<file path="src/rtl/band_accum_sched.sv">
// Frame scheduler and two-way round-robin arbiter for the shared band-energy
// accumulator. One source is granted per frame. The accumulator is cleared,
// then exactly FRAME_LEN beats are forwarded, and the scheduler waits for the
// dump strobe or a timeout before reporting completion.
//
//   state    | meaning
//   ---------+----------------------------------------------------------
//   S_IDLE   | no frame in flight; arbitrate between req0/req1
//   S_CLEAR  | grant held; pulse acc_rst for one cycle, clear beat count
//   S_STREAM | forward handshaked beats of the granted source
//   S_WAIT   | all beats sent; wait for acc_out_en or timeout
//   S_DONE   | one-cycle completion report; grant already released
module band_accum_sched #(
    parameter int DW        = 31,
    parameter int FRAME_LEN = 114,
    parameter int TIMEOUT   = 16
) (
    input  logic          clk,
    input  logic          rst_n,
    input  logic          req0,
    input  logic          req1,
    output logic          gnt0,
    output logic          gnt1,
    input  logic [DW-1:0] s_data0,
    input  logic [DW-1:0] s_data1,
    input  logic          s_valid0,
    input  logic          s_valid1,
    output logic          s_ready0,
    output logic          s_ready1,
    output logic [DW-1:0] acc_din,
    output logic          acc_in_en,
    output logic          acc_rst,
    input  logic          acc_out_en,
    output logic          busy,
    output logic          done,
    output logic          done_id,
    output logic          err
);

    localparam int BEAT_W = $clog2(FRAME_LEN + 1);
    localparam int WAIT_W = (TIMEOUT > 1) ? $clog2(TIMEOUT) : 1;

    typedef enum logic [2:0] {
        S_IDLE,
        S_CLEAR,
        S_STREAM,
        S_WAIT,
        S_DONE
    } state_t;

    state_t              state;
    logic                id;
    logic                last_id;
    logic [1:0]          gnt;
    logic [1:0]          rdy;
    logic [BEAT_W-1:0]   beat_cnt;
    logic [WAIT_W-1:0]   wait_cnt;

    logic                arb_id;
    logic                sel_valid;
    logic [DW-1:0]       sel_data;
    logic                hs;
    logic                last_beat;
    logic                wait_expired;

    assign gnt0     = gnt[0];
    assign gnt1     = gnt[1];
    assign s_ready0 = rdy[0];
    assign s_ready1 = rdy[1];

    // Arbitration winner: on a tie the source not served last wins.
    always_comb begin
        arb_id = 1'b0;
        if (req0 && req1) begin
            arb_id = ~last_id;
        end else if (req1) begin
            arb_id = 1'b1;
        end
    end

    // Granted-source mux and handshake qualification.
    always_comb begin
        sel_valid    = id ? s_valid1 : s_valid0;
        sel_data     = id ? s_data1  : s_data0;
        hs           = (|rdy) && sel_valid;
        last_beat    = (beat_cnt == BEAT_W'(FRAME_LEN - 1));
        wait_expired = (wait_cnt == WAIT_W'(TIMEOUT - 1));
    end

    // Frame sequencing FSM with all outputs registered.
    always_ff @(posedge clk or negedge rst_n) begin
        if (!rst_n) begin
            state     <= S_IDLE;
            id        <= 1'b0;
            last_id   <= 1'b1;
            gnt       <= 2'b00;
            rdy       <= 2'b00;
            beat_cnt  <= '0;
            wait_cnt  <= '0;
            acc_din   <= '0;
            acc_in_en <= 1'b0;
            acc_rst   <= 1'b1;
            busy      <= 1'b0;
            done      <= 1'b0;
            done_id   <= 1'b0;
            err       <= 1'b0;
        end else begin
            acc_in_en <= 1'b0;
            acc_rst   <= 1'b0;
            case (state)
                S_IDLE: begin
                    if (req0 || req1) begin
                        id    <= arb_id;
                        gnt   <= {arb_id, ~arb_id};
                        busy  <= 1'b1;
                        state <= S_CLEAR;
                    end
                end
                S_CLEAR: begin
                    acc_rst  <= 1'b1;
                    beat_cnt <= '0;
                    wait_cnt <= '0;
                    state    <= S_STREAM;
                end
                S_STREAM: begin
                    if (hs) begin
                        acc_din   <= sel_data;
                        acc_in_en <= 1'b1;
                        beat_cnt  <= beat_cnt + 1'b1;
                    end
                    // Ready drops right after the final beat so no extra beat slips in.
                    if (hs && last_beat) begin
                        rdy      <= 2'b00;
                        wait_cnt <= '0;
                        state    <= S_WAIT;
                    end else begin
                        rdy <= {id, ~id};
                    end
                end
                S_WAIT: begin
                    if (acc_out_en || wait_expired) begin
                        done    <= 1'b1;
                        done_id <= id;
                        err     <= ~acc_out_en;
                        gnt     <= 2'b00;
                        last_id <= id;
                        state   <= S_DONE;
                    end else begin
                        wait_cnt <= wait_cnt + 1'b1;
                    end
                end
                S_DONE: begin
                    done    <= 1'b0;
                    done_id <= 1'b0;
                    err     <= 1'b0;
                    busy    <= 1'b0;
                    state   <= S_IDLE;
                end
                default: begin
                    state <= S_IDLE;
                end
            endcase
        end
    end

endmodule

</file>
<file path="config.mk">
export PLATFORM = sky130hd
export DESIGN_NAME = band_accum_sched
export DESIGN_NICKNAME = d
export VERILOG_FILES = /design/src/rtl/band_accum_sched.sv
export SDC_FILE = /design/constraint.sdc
export NUM_CORES = 1
export LEC_CHECK = 0
export ABC_AREA = 1
export BUFFER_PORTS_ARGS = -buffer_cell sky130_fd_sc_hd__buf_4
export CAP_MARGIN = 20
export CORE_UTILIZATION = 44
export DETAILED_ROUTE_END_ITERATION = 12
export PLACE_DENSITY = 0.76
export SLEW_MARGIN = 10
export SYNTH_ARGS = -nofsm -noshare
export SYNTH_HDL_FRONTEND = slang
export SYNTH_SLANG_ARGS = --single-unit
</file>
<file path="constraint.sdc">
create_clock -name clk -period 1.4 [get_ports clk]
set_clock_uncertainty 0.1 [all_clocks]
set_input_delay 0.14 -clock clk [delete_from_list [all_inputs] [get_ports clk]]
set_output_delay 0.14 -clock clk [all_outputs]
set_load 0.02 [all_outputs]
</file>
==> metrics.yaml <==
yosys:
  synth_area_leaders: "dfrtp_1, nand2_1, o211ai_1"
  synthTopCellsByCount: "nand2_1, dfrtp_1, o211ai_1, or2_2, inv_1"
  synth_edf_count: 0
  syn_area_per_cell_um2: 8.66
  async_flop_share_pct: 100
  synth_nets: 392
  synth_mux_area_share_pct: 0
  synth_adder_area_share_pct: 1.35
  ys.warnings.count: 0
  yosys.area.top_type: "dfrtp_1"
  synth_compound_area_share_pct: 11.2
  yosysMostFrequentCell: "nand2_1"
  synth_xor_area_share_pct: 1.26
  netlist.area_leader.share_pct: 49.7
  ys.flop_type: "dfrtp_1"
  synth_area_um2: 2770
  synth-simple-area-share_pct: 29.1
  synth_top_family_by_area: "simple AND/OR/NAND/NOR gates"
  synth_cell_types: 27
  synth_seq_cells: 57
  ys_seq_area_share_pct: 51.6
  syn_inst: 320
min_path:
  hp-class: "in -> reg"
  hp-start: "req0"
  hold_end: "busy$_DFFE_PN0P_"
  min_path_cells: 3
placed_design:
  io_buffer_count: 109
  pre_cts_ws_ps: -130
  place_hpwl_um: 5100
  gp_congestion: 0.817
  dp.cells: 518
  dpl_cell_area_um2: 3840
sta:
  fmax_mhz: 681
  slew_violations: 0
  setup_viol: 42
  slew_headroom_pct: 78.4
  setup_tns_ps: -1270
  rsz0062_at_grt: "yes"
  tightest_slew_ps: 324
  worst_slack_ps: -67.5
  hold_violations: 0
  fin_crit_ps: 1470
  fin_crit_sh_pct: 105
floorplan:
  die_h_um: 81.4
  start_util_pct: 46.3
  row_count: 28
  die_x_um: 81.4
  core_area_um2: 5990
  die_area_um2: 6620
  io_pins: 110
routing:
  first_pass_iters: 4
  routedWlPerCell_um: 14.9
  dr.first_iter.drc_count: 163
  wirelength_um: 8580
  num_vias: 2889
  antenna_left: 0
  viasPerCell: 5.01
  drc: 0
clocking:
  numCtsBuffers: 9
  clock_latency_ps: 330
  h-tree-depth: 3
  root_buffer: "clkbuf_8"
  cts_tree: "built"
  cts_sinks: 57
  path_clk_slew_ps: 70
  cts_max_path_buffers: 2
final_layout:
  nets: 569
  fillers: 388
  final_cell_area_um2: 4620
  antenna_cells: 0
  layout-drive-gt1-share_pct: 44.6
  area_growth_pct: 66.6
  multi_input_area_um2: 1280
  seqCellArea_um2: 1430
  final_cells: 577
critical_path:
  critPathLaunchType: "register"
  timing.rr.start: "wait_cnt[1]$_DFFE_PN0P_"
  cpMostUsedCell: "nand2_1"
  cp.arrival_ps: 1630
  critPathSlowestCell: "dfrtp_1"
  path_class: "reg -> reg"
  worst-path-buf-inv: 1
  slowest_delay_ps: 370
  reg2reg_depth: 8
  rrSetupSlack_ps: -70
  reg2reg_to: "gnt[0]$_DFFE_PN0P_"
  cp_cell_sequence: "ha_2 > nand2_4 > o21ai_4 > nand2_2 > buf_6 > nand2_1 > nand3b_1 > nand2_1"
  critPathRequiredTime_ps: 1560
  end_kind: "register"
  cp_top_family: "flip-flops"
  crit_fanout: 5
power:
  p_leak_nw: 2.40
  power_mw: 9.71
  irDropWorstVdd_uv: 1370
  power_density_nw_per_um2: 2100
run_status:
  status: "finished, violations left"
  violations: "setup timing"
grt:
  grt-ovfl-total: 0
  track_usage_pct: 25.8
  grt_first_pass_wirelength_um: 12800
  grt_pass1_vias: 2777
  grt_max_degree: 32
  antenna_found_initial: 0
run:
  maxCapViolCount: 0
-- where the power goes --
| group | leakage [nW] | internal, mW | total (mW) | switching (mW) |
|---|---|---|---|---|
| Combinational | 1.58 | 2.34 | 5.19 | 2.85 |
| Clock | 0.113 | 1.05 | 1.72 | 0.670 |
| Sequential | 0.712 | 2.36 | 2.81 | 0.447 |
| Total | 2.40 | 5.75 | 9.71 | 3.96 |
-- state kept, by name, indices dropped and copies added, names as in the netlist --
name       count
last_id        1
gnt            2
state          3
busy           1
beat_cnt       7
done           1
wait_cnt       4
rdy            2
id             1
acc_in_en      1
acc_din       31
done_id        1
acc_rst        1
err            1
-- cell type report --
cell class / count / share of cell area [%]
Clock buffer: 11 / 3.06
Timing Repair Buffer: 179 / 32.9
Clock inverter: 5 / 1.71
Sequential cell: 57 / 31.0
Inverter: 17 / 1.44
Multi-Input combinational cell: 233 / 27.8
Tap cell: 75 / 2.03
-- kinds of logic (layout without fill, tap and decap cells) --
group                      count (synthesis)  count (layout)
buffers and inverters                     30             212
and+or+nand+nor                          181             181
adders and majority gates                  3               3
xor gates and xnor gates                   4               4
AOI/OAI and AO/OA                         45              45
DFF                                       57              57
-- stage by stage --
stage               util, %  hold WS (ps)
CTS                    74.5          25.8
finish                 77.1          1.59
global placement       64.1         -39.9
global route           77.1          21.3
floorplan                 -          -256
detailed placement     64.1         -35.8
-- cells in the final DEF, fill, tap and decap left out, types with 3 or more instances in the layout --
| master | n |
|---|---|
| or2_2 | 31 |
| o21ai_1 | 3 |
| buf_4 | 136 |
| nand2_4 | 5 |
| nand3_2 | 4 |
| xor2_1 | 4 |
| nand2_2 | 5 |
| nor2_2 | 5 |
| nand2_1 | 108 |
| o22ai_1 | 3 |
| dfrtp_1 | 53 |
| inv_1 | 14 |
| nand3_1 | 10 |
| nor2_1 | 10 |
| buf_6 | 5 |
| o211ai_1 | 31 |
| clkbuf_8 | 10 |
| buf_12 | 3 |
| dlygate4sd3_1 | 33 |
-- what timing repair did --
item                       4_1_cts  5_1_grt
cloned                           1        2
hold buffers                    33        0
hold endpoints to repair        88        0
setup buffers                    2        5
setup endpoints to repair       50       52
gates resized for setup         15       24
pin swaps                        2        9
-- worst min-delay path: stages --
cell	delay (ps)
buf_4	100
o21ai_2	90
nand2_1	70
-- metal layers --
| metal | track usage, % | wire length, um |
|---|---|---|
| met4 | 10.9 | 195 |
| met1 | 30.8 | 3500 |
| met5 | 0 | 0 |
| met3 | 5.51 | 602 |
| met2 | 44.7 | 4280 |
-- worst max path at each step --
stage | start | end | slack [ps] | cells after the start
after floorplan | wait_cnt[0]$_DFFE_PN0P_ | err$_DFFE_PN0P_ | 2 | 6
after global placement | id$_DFFE_PN0P_ | acc_din[15]$_DFFE_PN0P_ | -50 | 7
after detailed placement | wait_cnt[0]$_DFFE_PN0P_ | wait_cnt[2]$_DFFE_PN0P_ | -130 | 7
after CTS | id$_DFFE_PN0P_ | acc_din[7]$_DFFE_PN0P_ | -40 | 7
after global routing | wait_cnt[1]$_DFFE_PN0P_ | gnt[0]$_DFFE_PN0P_ | -140 | 8
final | wait_cnt[1]$_DFFE_PN0P_ | gnt[0]$_DFFE_PN0P_ | -70 | 8
(Power assumes the default switching activity.)
